[config.mk]
export PLATFORM = sky130hd
export DESIGN_NAME = tsg_bus_arbiter
export DESIGN_NICKNAME = d
export VERILOG_FILES = /design/src/rtl/tsg_bus_arbiter.sv
export SDC_FILE = /design/constraint.sdc
export NUM_CORES = 1
export LEC_CHECK = 0
export CORE_MARGIN = 4
export CORE_UTILIZATION = 45
export DETAILED_ROUTE_END_ITERATION = 10
export MAX_ROUTING_LAYER = met4
export PLACE_DENSITY = 0.74
export REMOVE_ABC_BUFFERS = 1
export SLEW_MARGIN = 25
export SYNTH_ARGS = -nofsm -noshare
export SYNTH_HDL_FRONTEND = slang
export SYNTH_SLANG_ARGS = --single-unit
[constraint.sdc]
create_clock -name clk -period 1.54 [get_ports clk]
set_input_delay 0.308 -clock clk [delete_from_list [all_inputs] [get_ports clk]]
set_output_delay 0.308 -clock clk [all_outputs]
set_load 0.03 [all_outputs]
[src/rtl/tsg_bus_arbiter.sv]
// Grant arbiter for N requesters sharing one tristate bus: drives one-hot gate enables
// with a guaranteed idle turnaround between owners and an optional hold-time limit.
module tsg_bus_arbiter #(
  parameter int N         = 4,
  parameter int PRIO_MODE = 0,
  parameter int MAX_HOLD  = 8,
  parameter int TURN_CYC  = 1,
  localparam int IW       = (N > 1) ? $clog2(N) : 1
) (
  input  logic          clk,
  input  logic          rst_n,
  input  logic [N-1:0]  req,
  output logic [N-1:0]  gnt,
  output logic [N-1:0]  bus_oe,
  output logic [IW-1:0] gnt_id,
  output logic          busy,
  output logic          preempt
);

  localparam int HW = (MAX_HOLD > 1) ? $clog2(MAX_HOLD) : 1;
  localparam int TW = (TURN_CYC > 1) ? $clog2(TURN_CYC) : 1;
  localparam logic [HW-1:0] HOLD_LAST = HW'((MAX_HOLD > 0) ? MAX_HOLD - 1 : 0);
  localparam logic [TW-1:0] TURN_LAST = TW'(TURN_CYC - 1);

  typedef enum logic [1:0] {ST_IDLE, ST_GRANT, ST_TURN} state_t;

  state_t        state_q, state_d;
  logic [N-1:0]  gnt_q, gnt_d;
  logic [IW-1:0] gnt_id_q, gnt_id_d;
  logic          busy_q, busy_d;
  logic          preempt_q, preempt_d;
  logic [IW-1:0] rr_ptr_q, rr_ptr_d;
  logic [HW-1:0] hold_cnt_q, hold_cnt_d;
  logic [TW-1:0] turn_cnt_q, turn_cnt_d;

  logic          any_req;
  logic [IW-1:0] win_id;
  logic [N-1:0]  win_onehot;
  logic [IW-1:0] rr_next;
  logic          rel_own, rel_max, arb;

  assign any_req = |req;

  // Round-robin scans downward from the far end so the closest set bit to rr_ptr wins last.
  always_comb begin : winner_sel
    int idx;
    idx    = 0;
    win_id = '0;
    if (PRIO_MODE != 0) begin
      for (int i = 0; i < N; i++) begin
        if (req[i]) win_id = IW'(i);
      end
    end else begin
      for (int k = N - 1; k >= 0; k--) begin
        idx = (int'(rr_ptr_q) + k) % N;
        if (req[idx[IW-1:0]]) win_id = idx[IW-1:0];
      end
    end
  end

  for (genvar gi = 0; gi < N; gi++) begin : g_dec
    assign win_onehot[gi] = (win_id == IW'(gi));
  end

  assign rr_next = (win_id == IW'(N - 1)) ? '0 : win_id + 1'b1;

  always_comb begin
    state_d    = state_q;
    gnt_d      = gnt_q;
    gnt_id_d   = gnt_id_q;
    busy_d     = busy_q;
    preempt_d  = 1'b0;
    rr_ptr_d   = rr_ptr_q;
    hold_cnt_d = hold_cnt_q;
    turn_cnt_d = turn_cnt_q;
    arb        = 1'b0;
    rel_own    = !req[gnt_id_q];
    rel_max    = (MAX_HOLD != 0) && (hold_cnt_q == HOLD_LAST);

    case (state_q)
      ST_IDLE: arb = 1'b1;
      ST_GRANT: begin
        hold_cnt_d = hold_cnt_q + 1'b1;
        if (rel_own || rel_max) begin
          state_d    = ST_TURN;
          gnt_d      = '0;
          busy_d     = 1'b0;
          // An owner that lets go on its last allowed cycle is a normal release.
          preempt_d  = rel_max && !rel_own;
          turn_cnt_d = '0;
        end
      end
      ST_TURN: begin
        turn_cnt_d = turn_cnt_q + 1'b1;
        if (turn_cnt_q == TURN_LAST) begin
          arb     = 1'b1;
          state_d = ST_IDLE;
        end
      end
      default: state_d = ST_IDLE;
    endcase

    if (arb && any_req) begin
      state_d    = ST_GRANT;
      gnt_d      = win_onehot;
      gnt_id_d   = win_id;
      busy_d     = 1'b1;
      hold_cnt_d = '0;
      rr_ptr_d   = rr_next;
    end
  end

  always_ff @(posedge clk or negedge rst_n) begin
    if (!rst_n) begin
      state_q    <= ST_IDLE;
      gnt_q      <= '0;
      gnt_id_q   <= '0;
      busy_q     <= 1'b0;
      preempt_q  <= 1'b0;
      rr_ptr_q   <= '0;
      hold_cnt_q <= '0;
      turn_cnt_q <= '0;
    end else begin
      state_q    <= state_d;
      gnt_q      <= gnt_d;
      gnt_id_q   <= gnt_id_d;
      busy_q     <= busy_d;
      preempt_q  <= preempt_d;
      rr_ptr_q   <= rr_ptr_d;
      hold_cnt_q <= hold_cnt_d;
      turn_cnt_q <= turn_cnt_d;
    end
  end

  assign gnt     = gnt_q;
  assign bus_oe  = gnt_q;
  assign gnt_id  = gnt_id_q;
  assign busy    = busy_q;
  assign preempt = preempt_q;

endmodule

Word-level counts from Yosys, hierarchy flattened

Index checks and enable logic that the tools add are counted.

Input bits: 6
Register bits after elaboration: 16
Output and inout bits: 12
Logic and storage cells: 74

$lt $le $gt $ge: 5
Add/sub/neg operators: 6
Multiplexer cells: 32
Eq/ne operators: 10
Reduce and logical (&&, ||, !) cells: 13

Operator list:

| cell                                                | number |
|---|---|
| two-way mux 2 bit                                   | 8 |
| < comparator 2 x 3 -> 1 bit, second input constant  | 5 |
| two-way mux 4 bit                                   | 3 |
| two-way mux 1 bit                                   | 11 |
| binary-select mux 1 bit (select 2 bit)              | 5 |
| equality test 2 bit, second input constant          | 3 |
| two-way mux 3 bit                                   | 2 |
| != test 3 bit, second input constant                | 2 |
| case mux 2 bit (3 select lines)                     | 1 |
| nonzero test 2 bit                                  | 3 |
| adder 2 x 1 -> 2 bit, second input constant         | 2 |
| adder 2 bit, second input constant                  | 2 |
| equality test 2 x 1 -> 1 bit, second input constant | 2 |
| logical NOT 2 bit                                   | 2 |
| != test 2 bit, second input constant                | 2 |
| case mux 1 bit (2 select lines)                     | 2 |
| AND reduction 2 bit                                 | 2 |
| OR reduction 4 bit                                  | 1 |
| adder 3 x 1 -> 3 bit, second input constant         | 1 |
| equality test 3 bit, second input constant          | 1 |
| AND reduction 3 bit                                 | 1 |
| logical AND 1 bit                                   | 2 |
| adder 1 bit, second input constant                  | 1 |
| logical NOT 1 bit                                   | 1 |
| logical OR 1 bit                                    | 1 |

Longest topological paths before layout

Gate-level depths: netlist of the first run.

Word-level depth: 9
Depth in mapped cells: 6
Depth with buffers taken out: 6

Least setup slack after synthesis of the first run

OpenSTA, ideal clock, no wires.

Kind: register -> register
Start: register rr_ptr_q[1]
End: register rr_ptr_q[1]
Period minus slack after synthesis: 1.556 ns
Arrival time: 1.431 ns
Path buffers: 0
Data required time: 1.415 ns
Stages on the path, launching flop included: 6
Setup time: 0.125 ns
Path slack: -0.016 ns
Cells stage by stage: dfrtp_1 > mux2i_1 > nand2_1 > and3_1 > ha_1 > mux2_4

Cells in the longest elaborated chain, start to end: 9
Elaborated cells on any way between the ends: 18
Classes of those cells: add/sub: 4; eq/ne: 1; mux: 13

Ends and longest elaborated chain:

| what                                                               | line | source |
|---|---|---|
| start: declaration                                                 | 32   | `logic [IW-1:0] rr_ptr_q, rr_ptr_d;` |
| start signal: assignment                                           | 129  | `rr_ptr_q <= rr_ptr_d;` |
| adder 2 bit                                                        | 55   | `idx = (int'(rr_ptr_q) + k) % N;` |
| binary-select mux 1 bit (select 2 bit)                             | 56   | `if (req[idx[IW-1:0]]) win_id = idx[IW-1:0];` |
| two-way mux 1 bit (implied by the code)                            | 56   |  |
| two-way mux 2 bit (3 in series)                                    | 56   |  |
| two-way mux 2 bit *                                                | 56   |  |
| net win_id[0]                                                      | 37   | `logic [IW-1:0] win_id;` |
| adder 2 x 1 -> 2 bit / equality test 2 bit (equally long branches) | 65   | `assign rr_next = (win_id == IW'(N - 1)) ? '0 : win_id + 1'b1;` |
| two-way mux 2 bit *                                                | 65   |  |
| net rr_next[1]                                                     | 39   | `logic [IW-1:0] rr_next;` |

Mark *: on every way through the listed nets, which the timed path passes. The rest lies on a longest branch. The select of a mux whose other input is x is not followed.
A chain may end at the register's enable or synchronous reset.

Worst setup path in the final report of the first run

Start: register rr_ptr_q[0]
End: register rr_ptr_q[1]

Same word-level chain as after synthesis.

==> qor.csv, run 1 <==
stage,metric,value,unit
setup_path,critical path's slowest cell,dfrtp_1,
clock_tree,CTS max path bufs,2,
setup_path,RR Endpoint,rr_ptr_q[1],
timing,final setup margin,-0.102,ns
die,Die W,53.2,µm
setup_path,FF-to-FF setup slack,-0.10,ns
status,status,"complete, but fails checks",
setup_path,Worst setup endpoint,rr_ptr_q[1],
setup_path,crit path cell chain,"nor3b_4, a211oi_2, buf_4, nor2_2, ha_4, mux2_4",
layout,Inserted Diodes,0,
placed_design,DP HPWL,1590,µm
status,failing checks,setup timing,
detailed_routing,number of vias per cell,5.35,
global_route,first-pass GRT wire length,3750,µm
die,CORE AREA,0.00196,mm²
synthesis,synthesized area,921,µm²
setup_path,WP data arrival,1.84,ns
timing,Finish-stage setup viols,4,
clock_tree,clock-pin slew on the worst setup and hold paths,0.10,ns
setup_path,"critical path fanouts, max",5,
die,Die Area,0.00283,mm²
clock_tree,H-tree depth,1,
timing,skew final,0.00767,ns
global_route,GRT Util Overall,19.0,%
global_route,largest net degree at the start of global routing,17,
layout,non-filler instance count after layout,154,
timing,Final Hold Vio Count,0,
setup_path,Worst setup SP type,flip-flop,
flow_run,Max Cap Violations,0,
setup_path,max incr delay on CP,0.45,ns
placed_design,placer congestion estimate,0.825,
layout,Area growth syn-to-layout,50.1,%
synthesis,post-synthesis sequential area ratio,43.5,%
die,initial core utilization,46.9,%
synthesis,Yosys reg bits,16,
setup_path,Critical Path RT,1.73,ns
timing,max frequency,609,MHz
synthesis,ys flop type,dfrtp_1,
clock_tree,Clock Latency Late Sink,0.30,ns
clock_tree,CTS tree,yes,
layout,layout cells sized above 1,39.4,%
setup_path,R2R Path Start,rr_ptr_q[0],
clock_tree,clk sinks,16,
setup_path,CP startpoint,rr_ptr_q[0],
clock_tree,Num CTS Buffers,3,
detailed_routing,Iteration-0 DRC Markers,10,
die,# rows,16,
synthesis,Synth Area per Inst,10.8,µm²
timing,Relative slew margins,74.2,%
timing,post-layout min period,1.64,ns
layout,fin util,70.5,%
detailed_routing,DRC viols,0,
synthesis,Syn Inst Count,85,
timing,Tcrit/Tclk final,107,%
min_path,Hold Path Class,in2async,
global_route,initial antenna violation count,0,
timing,RSZ-0062 raised after global routing,true,
setup_path,crit end category,flip-flop,
layout,Multi-input gate area,562,µm²
pwr,Max VDD drop,1.05,mV
clock_tree,Root Driver,clkbuf_4,
die,Die Span Y,53.2,µm
layout,nets,140,
placed_design,Setup WS pre-CTS,-0.471,ns
setup_path,Worst Setup Path Type,reg2reg,
global_route,GRT Residual Overflow,0,
detailed_routing,DRT Pass-1 Iters,4,
detailed_routing,total routed wirelength,2360,µm
timing,Final Slew Violations,0,
detailed_routing,"antenna viol nets, final",0,
synthesis,Async SR Flop Fraction,100,%
pwr,pwr/cell area,1910,mW/mm²
placed_design,Inst Count DP,143,
synthesis,Netlist cell types,32,
global_route,vias in the first global route,816,
placed_design,I/O Buffers,17,
timing,Slew @ Worst Pin,0.384,ns
setup_path,FF-to-FF path depth,6,
pwr,leakage power,0.677,nW
detailed_routing,Avg WL per Cell,15.3,µm
timing,Sum Neg Setup Slack,-0.247,ns
synthesis,synth warn,0,
synthesis,Post-synth EDFFs,0,
layout,Layout fillers,170,
die,Ports,18,
detailed_routing,DR vias,824,
layout,FF+latch area,402,µm²
-- Yosys cell counts, types with 2 or more instances --
cell type	n	area, µm²
a211oi_1	2	15.0
a21o_1	3	22.5
a21oi_1	7	35.0
buf_4	4	30.0
dfrtp_1	16	400
ha_1	6	75.1
mux2i_1	3	30.0
nand2b_1	3	18.8
nand3_1	5	25.0
nand3b_1	2	15.0
nor2_1	9	33.8
o21ai_1	5	25.0
-- state kept, by name, summed over array words and instances (netlist names) --
name        count
turn_cnt_q      1
preempt         1
rr_ptr_q        2
busy            1
bus_oe          4
gnt_id          2
hold_cnt_q      3
state_q         2
-- worst max-delay path, delay by kind of cell (launching register included) --
| kind | cells | cell delay [ns] |
|---|---|---|
| multiplexers | 1 | 0.25 |
| buffers and inverters | 1 | 0.16 |
| adder cells (fa/ha/maj) | 1 | 0.22 |
| AND/OR/NAND/NOR | 2 | 0.23 |
| AO/OA/AOI/OAI | 1 | 0.25 |
| flip-flops | 1 | 0.45 |
-- final cells by class --
class | count | share of cell area, %
repair buffers | 43 | 25.0
inverters | 1 | 0.271
clock buffers | 4 | 2.62
well taps | 27 | 2.44
flip-flops and latches | 16 | 29.0
multi-input cells | 63 | 40.6
-- worst min-delay path by stage --
stage                     start   endpoint  slack [ns]  depth (start not counted)
after global routing      rst_n  bus_oe[0]        0.33                          2
after floorplan           rst_n  bus_oe[0]        0.01                          0
after detailed placement   busy       busy        0.51                          2
after global placement     busy       busy        0.48                          2
final                     rst_n  bus_oe[0]        0.31                          2
after CTS                 rst_n  bus_oe[0]        0.32                          2
-- through the flow --
step                power, mW  instance area (µm²)  hold WS, ns
finish                   2.64                 1380        0.314
global route             2.82                 1380        0.332
CTS                      2.45                 1310        0.324
detailed placement       2.14                 1230        0.513
global placement         2.10                 1230        0.481
floorplan                1.56                  880       0.0124
-- timing repair --
action | in CTS | in global routing
hold buffers | 0 | 0
setup endpoints to repair | 21 | 4
resized for setup | 24 | 8
pin swaps | 4 | 3
gates cloned | 0 | 0
setup buffers | 3 | 4
-- routing by layer --
| metal | track usage [%] | part of all wire, % | routed length, µm | up-vias |
|---|---|---|---|---|
| met1 | 23.2 | 44 | 1050 | 406 |
| met3 | 3.10 | 3.8 | 90 | 4 |
| met4 | 8.51 | 1.3 | 30 | 0 |
| li1 | - | - | - | 392 |
| met5 | - | 0 | 0 | - |
| met2 | 30.8 | 50 | 1190 | 22 |
-- power by group --
group | internal, mW | total, mW | switching, mW
logic | 0.759 | 1.60 | 0.838
registers | 0.587 | 0.751 | 0.163
clock network | 0.144 | 0.288 | 0.144
total | 1.49 | 2.64 | 1.14
-- layout by cell type, fill, tap and decap left out, types with 2 or more instances in the layout --
cell	count
buf_4	26
dlygate4sd2_1	16
dfrtp_1	15
nor2_1	8
a21oi_1	6
o21ai_1	5
ha_1	4
a21o_1	3
nand3_1	3
clkbuf_4	3
nand3b_1	2
nand2b_1	2
a211oi_2	2
nor2_2	2
mux2i_1	2
ha_4	2
-- logic make-up (layout without fill, tap and decap cells) --
group / Yosys count / count (layout) / synth area share, %
AO/OA/AOI/OAI: 22 / 22 / 15.9
XOR/XNOR: 2 / 2 / 1.90
adder cells (fa/ha/maj): 6 / 6 / 8.15
buffers and inverters: 6 / 48 / 4.89
flip-flops: 16 / 16 / 43.5
multiplexers: 5 / 5 / 7.34
AND/OR/NAND/NOR: 28 / 28 / 18.3
Power figures use the tool's default switching activity.
==> run 2: changes to the inputs <==
--- a/config.mk
+++ b/config.mk
@@ -10,6 +10,7 @@
 export DETAILED_ROUTE_END_ITERATION = 10
 export MAX_ROUTING_LAYER = met4
 export PLACE_DENSITY = 0.74
+export RECOVER_POWER = 100
 export REMOVE_ABC_BUFFERS = 1
 export SLEW_MARGIN = 25
 export SYNTH_ARGS = -nofsm -noshare
==> qor.csv, run 2 (same netlist as run 1, synthesis figures left out) <==
stage,metric,value,unit,change
die,Die Span Y,53.2,µm,unchanged
clock_tree,CTS tree,yes,,unchanged
setup_path,critical path's slowest cell,dfrtp_1,,unchanged
clock_tree,clk sinks,16,,unchanged
clock_tree,clock-pin slew on the worst setup and hold paths,0.11,ns,was 0.10 ns
min_path,Hold Path Class,reg2reg,,was in2async
setup_path,max incr delay on CP,0.45,ns,about the same
placed_design,placer congestion estimate,0.825,,unchanged
detailed_routing,DR vias,823,,was 824
global_route,most crowded layer after global routing,met2,,unchanged
detailed_routing,DRC viols,0,,unchanged
layout,"most common cell after layout, fill and taps aside",buf_4,,unchanged
setup_path,crit end category,flip-flop,,unchanged
placed_design,I/O Buffers,17,,unchanged
die,Die W,53.2,µm,unchanged
global_route,grt met3 use,3.10,%,unchanged
layout,Inserted Diodes,0,,unchanged
setup_path,crit path cell chain,"nor3b_4, a211oi_2, buf_4, nor2_2, ha_4, mux2_4",,unchanged
global_route,GRT Residual Overflow,0,,unchanged
global_route,grt met2 use,30.8,%,unchanged
setup_path,WP data arrival,1.84,ns,about the same
detailed_routing,DRT Pass-1 Iters,4,,unchanged
global_route,met1 Usage GRT,23.2,%,unchanged
timing,post-layout min period,1.64,ns,about the same
die,initial core utilization,46.9,%,unchanged
placed_design,placed instance area,0.00123,mm²,unchanged
clock_tree,Root Driver,clkbuf_4,,unchanged
flow_run,Max Cap Violations,0,,unchanged
setup_path,FF-to-FF path depth,6,,unchanged
global_route,first-pass GRT wire length,3750,µm,unchanged
clock_tree,CTS max path bufs,2,,unchanged
die,Die Area,0.00283,mm²,unchanged
placed_design,DP HPWL,1590,µm,unchanged
min_path,Hold Path Depth,2,,
global_route,initial antenna violation count,0,,unchanged
timing,Final Slew Violations,0,,unchanged
timing,Tcrit/Tclk final,107,%,about the same
layout,max reg flops,4,,unchanged
global_route,largest net degree at the start of global routing,17,,unchanged
timing,Final Hold Vio Count,0,,unchanged
setup_path,Worst Setup Path Type,reg2reg,,unchanged
layout,fin util,70.3,%,was 70.5%
pwr,power consumption,2.64,mW,about the same
timing,WHS,0.531,ns,was 0.314 ns
status,failing checks,setup timing,,unchanged
setup_path,Worst setup SP type,flip-flop,,unchanged
layout,Area growth syn-to-layout,49.7,%,was 50.1%
placed_design,Inst Count DP,143,,unchanged
pwr,Max VDD drop,1.06,mV,was 1.05 mV
timing,Relative slew margins,42.5,%,was 74.2%
detailed_routing,number of vias per cell,5.34,,was 5.35
layout,layout cells sized above 1,38.6,%,was 39.4%
timing,Slew @ Worst Pin,0.863,ns,was 0.384 ns
timing,Sum Neg Setup Slack,-0.245,ns,was -0.247 ns
timing,max frequency,609,MHz,about the same
layout,nets,140,,unchanged
global_route,vias in the first global route,816,,unchanged
clock_tree,Num CTS Buffers,3,,unchanged
global_route,GRT Util Overall,19.0,%,unchanged
detailed_routing,Avg WL per Cell,15.3,µm,about the same
detailed_routing,total routed wirelength,2350,µm,was 2360 µm
timing,RSZ-0062 raised after global routing,true,,unchanged
layout,design area,0.00138,mm²,about the same
pwr,pwr/cell area,1910,mW/mm²,about the same
setup_path,Critical Path RT,1.74,ns,was 1.73 ns
setup_path,"critical path fanouts, max",5,,unchanged
die,Ports,18,,unchanged
layout,most frequent cells in the layout,"buf_4, dlygate4sd2_1, dfrtp_1, nor2_1, a21oi_1",,unchanged
clock_tree,H-tree depth,1,,unchanged
timing,skew final,0.0102,ns,was 0.00767 ns
detailed_routing,Iteration-0 DRC Markers,10,,unchanged
status,status,"complete, but fails checks",,unchanged
die,CORE AREA,0.00196,mm²,unchanged
pwr,leakage power,0.674,nW,was 0.677 nW
die,# rows,16,,unchanged
clock_tree,Clock Latency Late Sink,0.30,ns,about the same
timing,final setup margin,-0.103,ns,was -0.102 ns
layout,non-filler instance count after layout,154,,unchanged
timing,Finish-stage setup viols,4,,unchanged
placed_design,Setup WS pre-CTS,-0.471,ns,unchanged
clock_tree,Post-CTS Hold Buffers,0,,unchanged
detailed_routing,"antenna viol nets, final",0,,unchanged
==> run 2: repair_timing <==
action	CTS	global route
buffers inserted	3	4
endpoints found under the setup margin	21	4
cloned	0	0
pin swaps	4	3
resized for setup	24	8
==> run 2: report_power, final <==
group	internal, mW	leakage, nW	switching (mW)
combinational	0.758	0.450	0.837
clock	0.144	0.0210	0.146
sequential	0.587	0.202	0.163
total	1.49	0.674	1.15
==> run 2: critical path: cells and delay by family (launching register included) <==
family / cells / cell delay, ns
multiplexers: 1 / 0.25
flip-flops: 1 / 0.45
adder cells (fa/ha/maj): 1 / 0.22
AND/OR/NAND/NOR: 2 / 0.23
buffers and inverters: 1 / 0.16
AO/OA/AOI/OAI: 1 / 0.25
==> run 2: path summary, 6_finish.rpt <==
kind                              from     endpoint  slack [ns]
setup / recovery           rr_ptr_q[0]  rr_ptr_q[1]       -0.10
hold / removal                    busy         busy        0.53
setup reg to reg           rr_ptr_q[0]  rr_ptr_q[1]       -0.10
hold reg to reg                   busy         busy        0.53
max in group asynchronous        rst_n  rr_ptr_q[1]        0.34
min in group asynchronous        rst_n    bus_oe[0]        0.62
==> run 2: layout make-up <==
class	count	area [µm²]
fillers	170	583
multi-input cells	63	562
flip-flops and latches	16	402
repair buffers	43	342
clock buffers	4	36.3
well taps	27	33.8
inverters	1	3.75
==> run 2: layer usage <==
| layer | vias up | share of wire (%) | routed length (µm) |
|---|---|---|---|
| met4 | 0 | 1.3 | 30 |
| met3 | 4 | 3.6 | 85 |
| met2 | 24 | 50 | 1180 |
| met5 | - | 0 | 0 |
| met1 | 404 | 45 | 1060 |
| li1 | 391 | - | - |
==> run 3: changes to the inputs <==
--- a/config.mk
+++ b/config.mk
@@ -6,10 +6,11 @@
 export NUM_CORES = 1
 export LEC_CHECK = 0
 export CORE_MARGIN = 4
-export CORE_UTILIZATION = 45
+export CORE_UTILIZATION = 47
+export CTS_BUF_LIST = sky130_fd_sc_hd__clkbuf_8
 export DETAILED_ROUTE_END_ITERATION = 10
 export MAX_ROUTING_LAYER = met4
-export PLACE_DENSITY = 0.74
+export PLACE_DENSITY = 0.76
 export RECOVER_POWER = 100
 export REMOVE_ABC_BUFFERS = 1
 export SLEW_MARGIN = 25
==> qor.csv, run 3 (same netlist as run 1, synthesis figures left out) <==
stage,metric,value,unit,change
layout,non-filler instance count after layout,149,,was 154
placed_design,placer congestion estimate,0.844,,was 0.825
detailed_routing,Iteration-0 DRC Markers,16,,was 10
timing,Finish-stage setup viols,4,,unchanged
placed_design,Inst Count DP,143,,unchanged
clock_tree,Post-CTS Hold Buffers,0,,unchanged
timing,Tcrit/Tclk final,105,%,was 107%
layout,most frequent cells in the layout,"buf_4, dfrtp_1, dlygate4sd2_1, nor2_1",,"was buf_4, dlygate4sd2_1, dfrtp_1, nor2_1, a21oi_1"
die,CORE AREA,0.00178,mm²,was 0.00196 mm²
layout,Layout fillers,134,,was 170
clock_tree,CTS max path bufs,2,,unchanged
timing,skew final,0.00415,ns,was 0.0102 ns
layout,layout cells sized above 1,33.1,%,was 38.6%
detailed_routing,total routed wirelength,2350,µm,about the same
clock_tree,Num CTS Buffers,3,,unchanged
clock_tree,H-tree depth,1,,unchanged
timing,Relative slew margins,41.5,%,was 42.5%
layout,max reg flops,4,,unchanged
pwr,Max VDD drop,1.14,mV,was 1.06 mV
timing,RSZ-0062 raised after global routing,true,,unchanged
setup_path,critical path's slowest cell,dfrtp_2,,was dfrtp_1
setup_path,crit end category,flip-flop,,unchanged
min_path,Hold Path Class,reg2reg,,unchanged
layout,fin util,75.5,%,was 70.3%
detailed_routing,DRC viols,0,,unchanged
layout,Area growth syn-to-layout,46.2,%,was 49.7%
die,Die Span Y,52.3,µm,was 53.2 µm
global_route,first-pass GRT wire length,4000,µm,was 3750 µm
layout,Inserted Diodes,0,,unchanged
placed_design,I/O Buffers,17,,unchanged
setup_path,CP Buf/Inv Count,0,,was 1
timing,WHS,0.531,ns,about the same
status,failing checks,setup timing,,unchanged
setup_path,"critical path fanouts, max",5,,unchanged
die,initial core utilization,51.6,%,was 46.9%
placed_design,DP HPWL,1640,µm,was 1590 µm
global_route,largest net degree at the start of global routing,17,,unchanged
setup_path,Worst setup SP type,flip-flop,,unchanged
die,Ports,18,,unchanged
pwr,pwr/cell area,1980,mW/mm²,was 1910 mW/mm²
global_route,GRT Residual Overflow,0,,unchanged
die,Die W,52.3,µm,was 53.2 µm
setup_path,Critical Path Stages,5,,was 6
setup_path,crit path cell chain,"nand2b_1, a21o_1, and3_4, ha_1, mux2_4",,"was nor3b_4, a211oi_2, buf_4, nor2_2, ha_4, mux2_4"
clock_tree,clock-pin slew on the worst setup and hold paths,0.07,ns,was 0.11 ns
timing,final setup margin,-0.0816,ns,was -0.103 ns
pwr,leakage power,0.651,nW,was 0.674 nW
timing,Final Slew Violations,0,,unchanged
clock_tree,CTS tree,yes,,unchanged
clock_tree,Clock Latency Late Sink,0.25,ns,was 0.30 ns
setup_path,WP data arrival,1.76,ns,was 1.84 ns
flow_run,Max Cap Violations,0,,unchanged
setup_path,Worst Setup Path Type,reg2reg,,unchanged
clock_tree,Root Driver,clkbuf_8,,was clkbuf_4
setup_path,"Largest delay share family, worst path",flip-flops,,unchanged
clock_tree,clk sinks,16,,unchanged
min_path,Hold Path Depth,2,,unchanged
setup_path,max incr delay on CP,0.45,ns,about the same
layout,"most common cell after layout, fill and taps aside",buf_4,,unchanged
timing,Slew @ Worst Pin,0.877,ns,was 0.863 ns
timing,post-layout min period,1.62,ns,was 1.64 ns
timing,max frequency,617,MHz,was 609 MHz
status,status,"complete, but fails checks",,unchanged
die,# rows,15,,was 16
detailed_routing,number of vias per cell,5.42,,was 5.34
global_route,GRT Util Overall,20.4,%,was 19.0%
detailed_routing,"antenna viol nets, final",0,,unchanged
detailed_routing,DR vias,808,,was 823
setup_path,FF-to-FF path depth,5,,was 6
pwr,power consumption,2.66,mW,was 2.64 mW
die,Die Area,0.00273,mm²,was 0.00283 mm²
timing,Final Hold Vio Count,0,,unchanged
global_route,vias in the first global route,886,,was 816
layout,nets,137,,was 140
detailed_routing,Avg WL per Cell,15.8,µm,was 15.3 µm
global_route,initial antenna violation count,0,,unchanged
detailed_routing,DRT Pass-1 Iters,3,,was 4
setup_path,Critical Path RT,1.68,ns,was 1.74 ns
==> run 3: changes by cell type in the layout (fill, tap and decap cells not counted), moves of 2 or more <==
cell      delta
buf_4        -7
clkbuf_1     +3
clkbuf_4     -3
clkbuf_8     +3
nor2_1       +2
nor2_2       -2
==> run 3: cell type report <==
class / instances / area (µm²) / share of cell area [%]
inverter: 1 / 3.75 / 0.279
clock buffer: 4 / 55.1 / 4.09
multi-input combinational: 63 / 547 / 40.6
timing repair buffer: 40 / 308 / 22.9
tap: 25 / 31.3 / 2.32
sequential: 16 / 402 / 29.8
==> run 3: worst min-delay path, delay by kind of cell (launching register included) <==
family	cells	cell delay [ns]
flops	1	0.35
simple gates	1	0.09
compound gates	1	0.05
==> run 3: final timing paths <==
kind	startpoint	to	slack, ns
worst max-delay path	rr_ptr_q[1]	rr_ptr_q[1]	-0.08
worst min-delay path	busy	busy	0.53
worst max register to register	rr_ptr_q[1]	rr_ptr_q[1]	-0.08
worst min register to register	busy	busy	0.53
max in group asynchronous	rst_n	rr_ptr_q[1]	0.25
min in group asynchronous	rst_n	busy	0.70
==> run 3: per-layer routing <==
metal	part of all wire, %	up-vias	track usage [%]	wire, µm
met2	52	13	34.7	1220
li1	-	389	-	-
met4	0.43	0	6.38	10
met3	2.9	2	3.70	68
met1	45	404	24.6	1050
met5	0	-	-	0
==> run 3: metrics by stage <==
step                cell area, µm²  setup slack [ns]  setup TNS, ns
detailed placement            1240            -0.514          -5.97
CTS                           1330           -0.0883         -0.252
finish                        1350           -0.0816         -0.193
global placement              1240            -0.431          -5.59
floorplan                      880           -0.0159        -0.0159
global route                  1350            -0.118         -0.431
==> run 3: what timing repair did <==
item,4_1_cts,5_1_grt
pin swaps,8,7
buffers inserted,2,0
endpoints found under the setup margin,28,5
resized for setup,26,8
==> run 3: power by group <==
group / internal, mW / total, mW / switching [mW]
Sequential: 0.589 / 0.752 / 0.163
Clock: 0.227 / 0.371 / 0.144
Combinational: 0.700 / 1.54 / 0.840
Total: 1.52 / 2.66 / 1.15
